### src/rtl/oldland_arb_pkg.sv
// oldland_arb_pkg
// Shared definitions for the Oldland memory arbiter: the arbiter state
// encoding, the bus owner encoding and the default watchdog limit.
package oldland_arb_pkg;

    typedef enum logic [1:0] {
        IDLE    = 2'd0,
        GRANT_I = 2'd1,
        GRANT_D = 2'd2
    } arb_state_t;

    typedef enum logic {
        OWNER_I = 1'b0,
        OWNER_D = 1'b1
    } arb_owner_t;

    localparam int DEFAULT_TIMEOUT_CYCLES = 255;

    // The bus owner follows directly from the grant state.
    function automatic arb_owner_t state_owner(input arb_state_t s);
        return (s == GRANT_D) ? OWNER_D : OWNER_I;
    endfunction

endpackage

### src/rtl/oldland_arb_watchdog.sv
// oldland_arb_watchdog
// Busy-cycle counter that flags a transfer which has gone LIMIT cycles
// without completing. Only instantiated when OLDLAND_ARB_TIMEOUT_EN is defined.
// Ports:
//   clk, rst_n : clock, asynchronous active-low reset
//   clear      : hold the counter at zero (arbiter idle)
//   expired    : high in the LIMIT-th busy cycle of a transfer
module oldland_arb_watchdog #(
    parameter int LIMIT = 255
) (
    input  logic clk,
    input  logic rst_n,
    input  logic clear,
    output logic expired
);

    logic [15:0] count;

    always_ff @(posedge clk or negedge rst_n) begin
        if (!rst_n)
            count <= '0;
        else if (clear)
            count <= '0;
        else
            count <= count + 16'd1;
    end

    // The first busy cycle sees count 0, so count LIMIT-1 is busy cycle LIMIT.
    assign expired = !clear && (count == 16'(LIMIT - 1));

endmodule

### src/rtl/oldland_mem_arbiter.sv
// oldland_mem_arbiter
// Shares the Oldland memory bus between instruction fetch (I) and the
// load/store unit (D). D has fixed priority over I. Acks and read data are
// returned combinationally in the bus_ack cycle to the owning requester.
// Optional feature: define OLDLAND_ARB_TIMEOUT_EN to add a watchdog that
// aborts transfers not acknowledged within TIMEOUT_CYCLES busy cycles; the
// aborted requester sees its ack with its error flag high and data 0.
//
// States:
//   IDLE    | no transfer; arbitrate (D before I)
//   GRANT_I | bus owned by the fetch unit, waiting for bus_ack
//   GRANT_D | bus owned by the LSU, waiting for bus_ack
//
// Ports:
//   clk, rst_n                         : clock, asynchronous active-low reset
//   i_access/i_addr -> i_ack/i_data/i_error         : fetch port
//   d_access/d_addr/d_wr_en/d_bytesel/d_wr_val
//                   -> d_ack/d_data/d_error         : load/store port
//   bus_access/bus_addr/bus_wr_en/bus_bytesel/bus_wr_val,
//   bus_ack/bus_data                                : external bus
module oldland_mem_arbiter
    import oldland_arb_pkg::*;
#(
    parameter int TIMEOUT_CYCLES = DEFAULT_TIMEOUT_CYCLES
) (
    input  logic        clk,
    input  logic        rst_n,
    input  logic        i_access,
    input  logic [31:0] i_addr,
    output logic        i_ack,
    output logic [31:0] i_data,
    input  logic        d_access,
    input  logic [31:0] d_addr,
    input  logic        d_wr_en,
    input  logic [3:0]  d_bytesel,
    input  logic [31:0] d_wr_val,
    output logic        d_ack,
    output logic [31:0] d_data,
    output logic        d_error,
    output logic        i_error,
    output logic        bus_access,
    output logic [31:0] bus_addr,
    output logic        bus_wr_en,
    output logic [3:0]  bus_bytesel,
    output logic [31:0] bus_wr_val,
    input  logic        bus_ack,
    input  logic [31:0] bus_data
);

    if (TIMEOUT_CYCLES < 2 || TIMEOUT_CYCLES > 65535) begin : g_bad_timeout
        $error("oldland_mem_arbiter: TIMEOUT_CYCLES out of range 2..65535");
    end

    arb_state_t state, state_next;
    arb_owner_t owner;
    logic       busy;
    logic       timeout;
    logic       done;
    logic       grant_entry;

    assign busy  = (state != IDLE);
    assign owner = state_owner(state);

`ifdef OLDLAND_ARB_TIMEOUT_EN
    oldland_arb_watchdog #(
        .LIMIT(TIMEOUT_CYCLES)
    ) u_watchdog (
        .clk     (clk),
        .rst_n   (rst_n),
        .clear   (!busy),
        .expired (timeout)
    );
`else
    assign timeout = 1'b0;
`endif

    // bus_ack takes precedence over a coincident timeout.
    assign done = busy && (bus_ack || timeout);

    always_comb begin
        state_next  = state;
        grant_entry = 1'b0;
        case (state)
            IDLE: begin
                if (d_access) begin
                    state_next  = GRANT_D;
                    grant_entry = 1'b1;
                end else if (i_access) begin
                    state_next  = GRANT_I;
                    grant_entry = 1'b1;
                end
            end
            GRANT_I, GRANT_D: begin
                if (done)
                    state_next = IDLE;
            end
            default: state_next = IDLE;
        endcase
    end

    always_ff @(posedge clk or negedge rst_n) begin
        if (!rst_n) begin
            state       <= IDLE;
            bus_access  <= 1'b0;
            bus_addr    <= '0;
            bus_wr_en   <= 1'b0;
            bus_bytesel <= '0;
            bus_wr_val  <= '0;
        end else begin
            state      <= state_next;
            bus_access <= (state_next != IDLE);
            if (grant_entry) begin
                if (state_next == GRANT_D) begin
                    bus_addr    <= d_addr;
                    bus_wr_en   <= d_wr_en;
                    bus_bytesel <= d_bytesel;
                    bus_wr_val  <= d_wr_val;
                end else begin
                    bus_addr    <= i_addr;
                    bus_wr_en   <= 1'b0;
                    bus_bytesel <= 4'hf;
                    bus_wr_val  <= '0;
                end
            end
        end
    end

    // Zero-latency return path; data is only passed through on a real bus_ack.
    assign i_ack   = done && (owner == OWNER_I);
    assign d_ack   = done && (owner == OWNER_D);
    assign i_data  = (i_ack && bus_ack) ? bus_data : '0;
    assign d_data  = (d_ack && bus_ack) ? bus_data : '0;
`ifdef OLDLAND_ARB_TIMEOUT_EN
    assign i_error = i_ack && !bus_ack;
    assign d_error = d_ack && !bus_ack;
`else
    assign i_error = 1'b0;
    assign d_error = 1'b0;
`endif

endmodule

### config.mk
export PLATFORM = sky130hd
export DESIGN_NAME = oldland_mem_arbiter
export DESIGN_NICKNAME = d
export VERILOG_FILES = /design/src/rtl/oldland_arb_pkg.sv /design/src/rtl/oldland_arb_watchdog.sv /design/src/rtl/oldland_mem_arbiter.sv
export SDC_FILE = /design/constraint.sdc
export NUM_CORES = 1
export LEC_CHECK = 0
export ABC_AREA = 1
export CORE_AREA = 2 2 108 110
export DETAILED_ROUTE_END_ITERATION = 16
export DIE_AREA = 0 0 110 112
export HOLD_SLACK_MARGIN = 0.02
export PLACE_DENSITY = 0.81
export SYNTH_ARGS = -nofsm -noshare
export SYNTH_HDL_FRONTEND = slang
export SYNTH_SLANG_ARGS = --single-unit
### constraint.sdc
create_clock -name clk -period 5 [get_ports clk]
set_clock_uncertainty 0.05 [all_clocks]
set_input_delay 1 -clock clk [delete_from_list [all_inputs] [get_ports clk]]
set_output_delay 1 -clock clk [all_outputs]
set_load 0.01 [all_outputs]
==> flow_metrics.env <==
export IMPL_p_total_mw=3.930
export IMPL_drive_gt1_share_pct=3.361
export IMPL_grt_max_degree=73
export IMPL_synth_top_area_share_pct=45.70
export IMPL_fin_crit_ps=4015
export IMPL_wirelength_um=13760
export IMPL_setup_viol=0
export IMPL_worst_slack_ps=985.3
export IMPL_cts_sinks=72
export IMPL_synth_warnings=0
export IMPL_fin_util_pct=62.89
export IMPL_worstSetupPathType="in2out"
export IMPL_place_congestion=0.8011
export IMPL_maxSlewViolCount=0
export IMPL_max_freq_mhz=249.1
export IMPL_cts_tree="done"
export IMPL_ir_worst_vdd_mv=0.3357
export IMPL_htreeDepth=3
export IMPL_tightest_slew_ps=1080
export IMPL_synthToLayoutAreaGrowth_pct=78.26
export IMPL_leakagePower_nw=3.445
export IMPL_yosys_register_bits=72
export IMPL_via_per_inst=4.585
export IMPL_fin_nets=970
export IMPL_io_pins=276
export IMPL_post_synth_top_area_cell="dfrtp_1"
export IMPL_numCtsBuffers=9
export IMPL_die_x_um=110
export IMPL_hold_viol=0
export IMPL_core_area_um2=11170
export IMPL_crit_fanout=32
export IMPL_grt_setup_unrepaired="no"
export IMPL_maxCapViolCount=0
export IMPL_cp_start_kind="input port"
export IMPL_diodes=0
export IMPL_fin_area_um2=7028
export IMPL_core_rowCount=39
export IMPL_clock_latency_ps=330
export IMPL_track_usage_pct=21.96
export IMPL_cts_clk_slew_worst_paths_ps=50
export IMPL_fillers=989
export IMPL_start_util_pct=35.28
export IMPL_power_density_nw_per_um2=559.3
export IMPL_dpl_cell_area_um2=6740
export IMPL_synth_top_cells_by_area="dfrtp_1, nand2_1, inv_1, nor2_1, nand4_1"
export IMPL_dp_hpwl_um=9915
export IMPL_antenna_found_initial=0
export IMPL_grt_pass1_vias=4159
export IMPL_dieArea_um2=12320
export IMPL_port_buffers=273
export IMPL_post_cts_resized=0
export IMPL_drc=0
export IMPL_clockBufferDepth=2
export IMPL_relSlewSlack_pct=27.87
export IMPL_clockRootBuffer="clkbuf_16"
export IMPL_outcome="complete, no violations"
export IMPL_dp_slack_ps=992.9
export IMPL_first_pass_iters=4
export IMPL_ant_nets=0
export IMPL_syn_instance_count=575
export IMPL_synthMostInstantiatedCell="nand2_1"
export IMPL_ys_top_cells_by_count="nand2_1, inv_1, dfrtp_1, nor2_1, o21ai_0"
export IMPL_overflow=0
export IMPL_required_ps=3950
export IMPL_period_share_pct=80.29
export IMPL_post_cts_setup_buffers=0
export IMPL_min_path_type="reg2reg"
export IMPL_grt_pass1_wl_um=20970
export IMPL_cts_hold_buf=0
export IMPL_synth_area_um2=3943
export IMPL_synth_edf_count=0
export IMPL_vias=4475
export IMPL_async_flop_share_pct=100.0
export IMPL_cp_end_kind="output port"
export IMPL_die_h_um=112
export IMPL_yosysSeqAreaShare_pct=45.70
export IMPL_synth_cell_types=19
export IMPL_wire_per_inst_um=14.10
export IMPL_syn_avg_cell_area_um2=6.857
export IMPL_ys_flop_type="dfrtp_1"
export IMPL_cp_arrival_ps=2960
export IMPL_tns_ps=0
export IMPL_drt_iter0_drc=260
layout make-up:
class                   count  area (um2)  share of cell area (%)
repair buffers            280        2783                   39.59
flip-flops and latches     72        1802                   25.64
multi-input cells         359        1575                   22.41
inverters                 107       401.6                   5.715
clock buffers              11       232.7                   3.311
well taps                 143       178.9                   2.546
clock inverters             4       55.05                  0.7833
where the power goes:
part | total (mW) | switching (mW) | internal (mW)
registers | 1.04 | 0.157 | 0.884
logic | 2.26 | 1.21 | 1.05
clock network | 0.626 | 0.240 | 0.386
cells in the final DEF, fill, tap and decap left out, drive strengths merged:
cell | synthesis | routed
clkdlybuf4s50 | 0 | 272
clkinvlp | 0 | 1
ha | 3 | 3
clkbuf | 26 | 11
a21oi | 3 | 3
buf | 12 | 8
o21ai | 37 | 37
dfrtp | 72 | 72
conb | 1 | 2
nand2 | 177 | 177
bufinv | 0 | 1
inv | 107 | 108
nand4 | 32 | 32
nor2 | 71 | 71
clkinv | 0 | 1
nand3 | 34 | 34
cell families (layout without fill, tap and decap cells):
logic type | count (synthesis) | in the layout | synth area share (%)
AND/OR/NAND/NOR | 314 | 314 | 33.45
buffers and inverters | 145 | 402 | 14.63
flip-flops | 72 | 72 | 45.70
AO/OA/AOI/OAI | 40 | 40 | 5.173
adder cells (fa/ha/maj) | 3 | 3 | 0.9522
other | 1 | 2 | 0.09512
path summary, 6_finish.rpt:
| check | from | to | slack (ps) | depth (start not counted) |
|---|---|---|---|---|
| min in group asynchronous | rst_n | bus_addr[22] | 740 | 1 |
| hold / removal | bus_addr[12] | bus_addr[12] | 430 | 2 |
| setup / recovery | bus_ack | i_data[0] | 990 | 6 |
| setup reg to reg | state[0] | bus_bytesel[1] | 2200 | 7 |
| max in group asynchronous | rst_n | bus_addr[11] | 3530 | 1 |
| hold reg to reg | bus_addr[12] | bus_addr[12] | 430 | 2 |
critical path, cell delays in order:
cell and delay [ps]:
clkdlybuf4s50_1 530, nand2_2 90, nor2_1 120, inv_1 400, nor2_1 240, clkdlybuf4s50_1 590
through the flow:
step           hold WS (ps)  instances
2_1_floorplan         465.7        576
3_3_place_gp          410.7        961
3_5_place_dp          414.1        961
4_1_cts               429.4        976
5_1_grt               445.0        976
6_report              426.1        976
sequential cells by signal (all words and copies together), names as in the netlist:
signal,count
bus_addr,32
bus_wr_val,32
bus_wr_en,1
bus_bytesel,4
state,2
bus_access,1
per-layer routing:
metal / track usage (%) / part of all wire, % / vias to the layer above
met5: 0 / 0 / -
met4: 10.80 / 3.7 / 0
li1: - / - / 2236
met1: 24.20 / 39 / 2018
met2: 38.69 / 50 / 184
met3: 5.269 / 7.7 / 37
No activity file was read; power rests on OpenSTA's default activity.
